[src/rtl/mux_2_1_arbiter.sv]
// mux_2_1_arbiter: round-robin, burst-locked arbiter sharing one registered
// output channel between two requesters through a 2:1 select datapath.
//
// Handshake: a beat moves on an input when inX_valid && inX_ready on a rising
// clk edge, and on the output when out_valid && out_ready. Readys come only from
// state/out_valid/out_ready, never from inX_valid. Once out_valid is high, the
// out_* fields stay stable until out_ready accepts the beat.
module mux_2_1_arbiter #(
    parameter int DATA_WIDTH = 8,
    parameter int MAX_BURST  = 16,
    parameter int INIT_PRIO  = 0
) (
    input  logic                  clk,
    input  logic                  reset_n,
    input  logic                  in0_valid,
    input  logic [DATA_WIDTH-1:0] in0_data,
    input  logic                  in0_last,
    output logic                  in0_ready,
    input  logic                  in1_valid,
    input  logic [DATA_WIDTH-1:0] in1_data,
    input  logic                  in1_last,
    output logic                  in1_ready,
    output logic                  out_valid,
    output logic [DATA_WIDTH-1:0] out_data,
    output logic                  out_last,
    output logic                  out_src,
    input  logic                  out_ready,
    output logic                  busy
);

    typedef enum logic [1:0] {
        IDLE   = 2'd0,
        GRANT0 = 2'd1,
        GRANT1 = 2'd2
    } state_t;

    // Beat index of the final beat allowed in one grant.
    localparam logic [7:0] LAST_CNT  = 8'(MAX_BURST - 1);
    localparam logic       PRIO_INIT = 1'(INIT_PRIO);

    state_t                state;
    logic                  prio;
    logic [7:0]            beat_cnt;

    logic                  can_load;
    logic                  acc0;
    logic                  acc1;
    logic                  accept;
    logic                  sel;
    logic [DATA_WIDTH-1:0] sel_data;
    logic                  sel_last;
    logic                  beat_last;

    // Ready, accept and the 2:1 select path for the granted requester.
    always_comb begin
        can_load  = !out_valid || out_ready;
        in0_ready = (state == GRANT0) && can_load;
        in1_ready = (state == GRANT1) && can_load;
        acc0      = in0_valid && in0_ready;
        acc1      = in1_valid && in1_ready;
        accept    = acc0 || acc1;
        sel       = acc1;
        sel_data  = sel ? in1_data : in0_data;
        sel_last  = sel ? in1_last : in0_last;
        beat_last = sel_last || (beat_cnt == LAST_CNT);
        busy      = (state != IDLE);
    end

    // Arbitration FSM: pick a requester in IDLE, hold the grant until a last
    // (real or forced) beat is accepted, then hand priority to the other side.
    always_ff @(posedge clk or negedge reset_n) begin
        if (!reset_n) begin
            state    <= IDLE;
            prio     <= PRIO_INIT;
            beat_cnt <= 8'd0;
        end else begin
            case (state)
                IDLE: begin
                    if (in0_valid && in1_valid) begin
                        state <= prio ? GRANT1 : GRANT0;
                    end else if (in0_valid) begin
                        state <= GRANT0;
                    end else if (in1_valid) begin
                        state <= GRANT1;
                    end
                end
                GRANT0, GRANT1: begin
                    if (accept) begin
                        if (beat_last) begin
                            state    <= IDLE;
                            beat_cnt <= 8'd0;
                            prio     <= ~sel;
                        end else begin
                            beat_cnt <= beat_cnt + 8'd1;
                        end
                    end
                end
                default: state <= IDLE;
            endcase
        end
    end

    // One-entry output stage: load on accept, clear valid when drained idle.
    always_ff @(posedge clk or negedge reset_n) begin
        if (!reset_n) begin
            out_valid <= 1'b0;
            out_data  <= '0;
            out_last  <= 1'b0;
            out_src   <= 1'b0;
        end else if (accept) begin
            out_valid <= 1'b1;
            out_data  <= sel_data;
            out_last  <= beat_last;
            out_src   <= sel;
        end else if (out_ready) begin
            out_valid <= 1'b0;
        end
    end

endmodule

[config.mk]
export PLATFORM = sky130hd
export DESIGN_NAME = mux_2_1_arbiter
export DESIGN_NICKNAME = d
export VERILOG_FILES = /design/src/rtl/mux_2_1_arbiter.sv
export SDC_FILE = /design/constraint.sdc
export NUM_CORES = 1
export LEC_CHECK = 0
export ABC_AREA = 1
export BUFFER_PORTS_ARGS = -buffer_cell sky130_fd_sc_hd__buf_2
export CAP_MARGIN = 20
export CORE_MARGIN = 3
export CORE_UTILIZATION = 30
export CTS_CLUSTER_SIZE = 14
export DETAILED_ROUTE_END_ITERATION = 10
export RECOVER_POWER = 25
export SYNTH_ARGS = -nofsm -noshare
export SYNTH_HDL_FRONTEND = slang
export SYNTH_SLANG_ARGS = --single-unit
[constraint.sdc]
create_clock -name clk -period 1.8 [get_ports clk]
set_input_delay 0.36 -clock clk [delete_from_list [all_inputs] [get_ports clk]]
set_output_delay 0.36 -clock clk [all_outputs]
set_load 0.02 [all_outputs]
==> results.sh <==
export IMPL_ys_seq_elements=22
export IMPL_yosysTopAreaCell="dfrtp_1"
export IMPL_cts_tree="built"
export IMPL_ys_seq_area_frac=0.4369
export IMPL_vias=1135
export IMPL_grt_pass1_vias=1110
export IMPL_seq_power_share=0.349
export IMPL_viasPerCell=4.614
export IMPL_relSlewSlack=0.2179
export IMPL_synth_top_cell_area_share=0.4369
export IMPL_dieWidth_um=70.81
export IMPL_finalHoldViolCount=0
export IMPL_syn_area_per_cell_um2=7.875
export IMPL_min_period_ns=1.614
export IMPL_internal_power_mw=1.322
export IMPL_wl_um=2853
export IMPL_hp_class="in2async"
export IMPL_postCtsHoldBufs=0
export IMPL_ios=37
export IMPL_synth_edf_count=0
export IMPL_maxCapViolCount=0
export IMPL_synth_fp_nets=187
export IMPL_p_leak_nw=0.8140
export IMPL_core_area_mm2=0.003854
export IMPL_cp_arrival_ns=1.25
export IMPL_cts_sinks=22
export IMPL_grt_overflow_total=0
export IMPL_antenna_found_initial=0
export IMPL_ant_nets=0
export IMPL_multi_input_area_um2=605.6
export IMPL_clk_path_buf_depth=2
export IMPL_rsz0062_at_grt="false"
export IMPL_syn_area_mm2=0.001260
export IMPL_n_antenna_cell=0
export IMPL_clkPwrFrac=0.202
export IMPL_max_freq_mhz=619.5
export IMPL_syn2layout_area_growth_pct=23.04
export IMPL_drv_slew=0
export IMPL_async_flop_share=1.000
export IMPL_die_area_mm2=0.005013
export IMPL_clk_latency_ns=0.26
export IMPL_track_usage=0.1248
export IMPL_io_buffers=36
export IMPL_cts_inserted_buffers=3
export IMPL_ys_flop_type="dfrtp_1"
export IMPL_drc=0
export IMPL_power_density_mw_per_mm2=1474
export IMPL_final_cell_area_mm2=0.001550
export IMPL_yosysUniqueCellTypes=24
export IMPL_start_util=0.3269
export IMPL_dpl_cell_area_mm2=0.001480
export IMPL_tightestPinTransition_ns=1.173
export IMPL_post_cts_buffers=0
export IMPL_clkTransAtPathRegs_ns=0.08
export IMPL_synth_warnings=0
export IMPL_die_h_um=70.81
export IMPL_critical_path_max_fanout=3
export IMPL_critPathKind="reg2out"
export IMPL_setup_viol=0
export IMPL_peakVddDrop_mv=0.5196
export IMPL_status="finished, final reports clean"
export IMPL_switching_share=0.4217
export IMPL_final_core_util=0.4023
export IMPL_postSynthCellCount=160
export IMPL_final_common_cell="nand2_1"
export IMPL_rows=22
export IMPL_combinationalPowerShare=0.450
export IMPL_grt_max_degree=23
export IMPL_dp_hpwl_um=2216
export IMPL_period_share=0.8968
export IMPL_cts_resized=0
export IMPL_detail_route_iter0_violations=63
export IMPL_cp_start_kind="flop"
export IMPL_drive_above_1_share=0.2929
export IMPL_fin_skew_ns=0.004340
export IMPL_nets=226
export IMPL_layout_common_cells="44 x nand2_1, 35 x buf_2, 22 x dfrtp_1, 16 x nor2_1, 15 x inv_1"
export IMPL_clockRootBuffer="clkbuf_8"
export IMPL_h_tree_depth=1
export IMPL_p_sw_uw=963.8
export IMPL_synth_area_leaders="dfrtp_1 44%, nand2_1 13%, nor2_1 4.8%"
export IMPL_place_congestion=0.7818
export IMPL_num_fill_cells=416
export IMPL_final_setup_tns_ns=0
export IMPL_drt_pass1_iterations=4
export IMPL_grt_pass1_wl_um=5043
export IMPL_end_kind="output pin"
export IMPL_seq_area_um2=550.5
export IMPL_p_total_mw=2.285
export IMPL_drt_wirelength_per_cell_um=11.60
export IMPL_critPathRequiredTime_ns=1.44
state kept, by name (all words and copies together), names as in the netlist:
register and cells:
out_src 1, state 2, out_last 1, out_valid 1, out_data 8, beat_cnt 8
prio 1
stage by stage:
step	setup slack, ns	cells	hold slack (ns)
final	0.1858	246	0.3040
after global routing	0.07197	246	0.3536
after CTS	0.1721	246	0.05855
after detailed placement	0.2422	242	0.3584
after global placement	0.2743	242	0.3515
after floorplan	0.4661	160	0.06441
final timing paths:
check / start / to / slack [ns] / depth (start not counted)
setup / recovery: state[0]$_DFFE_PN0P_ / in1_ready / 0.19 / 5
hold / removal: reset_n / out_data[0]$_DFFE_PN0P_ / 0.30 / 1
hold reg to reg: out_src$_DFFE_PN0P_ / out_src$_DFFE_PN0P_ / 0.48 / 2
min in group clk: in1_data[2] / out_data[2]$_DFFE_PN0P_ / 0.35 / 3
setup reg to reg: state[0]$_DFFE_PN0P_ / beat_cnt[1]$_DFFE_PN0P_ / 0.24 / 8
max in group asynchronous: reset_n / out_data[7]$_DFFE_PN0P_ / 0.80 / 1
power groups by stage:
| stage | sequential [mW] | combinational [mW] | clock, mW |
|---|---|---|---|
| floorplan | 0.930 | 0.624 | 0 |
| global placement | 0.803 | 1.03 | 0 |
| detailed placement | 0.808 | 1.04 | 0 |
| CTS | 0.799 | 1.05 | 0.478 |
| global route | 0.818 | 1.16 | 0.493 |
| finish | 0.797 | 1.03 | 0.461 |
worst max-delay path, cell delays in order (launching register included):
cell and delay (ns):
dfrtp_1 0.40, inv_1 0.09, ha_1 0.20, inv_1 0.05
nor2_1 0.08, buf_2 0.16
synth_stat cells (4+ instances only):
| library cell | number |
|---|---|
| nand2_1 | 44 |
| dfrtp_1 | 22 |
| nor2_1 | 16 |
| inv_1 | 15 |
| o21ai_0 | 11 |
| o21ai_1 | 10 |
| nand4_1 | 6 |
| nand2_2 | 5 |
| nand3_1 | 5 |
| ha_1 | 4 |
| nand3_2 | 4 |
cell families after synthesis:
| logic type | Yosys count | share of synthesized area |
|---|---|---|
| buffers and inverters | 22 | 0.08242 |
| AND/OR/NAND/NOR | 86 | 0.3257 |
| flip-flops | 22 | 0.4369 |
| AO/OA/AOI/OAI | 23 | 0.09434 |
| XOR/XNOR | 3 | 0.02086 |
| adder cells (fa/ha/maj) | 4 | 0.03972 |
routing by layer:
metal / track usage / vias up / share of wire
met5: 0 / - / 0
met4: 0.06263 / 0 / 0.022
met3: 0.02415 / 4 / 0.048
met2: 0.2039 / 25 / 0.49
met1: 0.1567 / 515 / 0.44
li1: - / 591 / -
final cells by class:
class / instances / area share
Inverter: 19 / 0.04923
Clock inverter: 1 / 0.01937
Multi-Input combinational cell: 116 / 0.3906
Sequential cell: 22 / 0.3551
Tap cell: 48 / 0.03874
Clock buffer: 3 / 0.02663
Timing Repair Buffer: 37 / 0.1203
(Power assumes the default switching activity.)
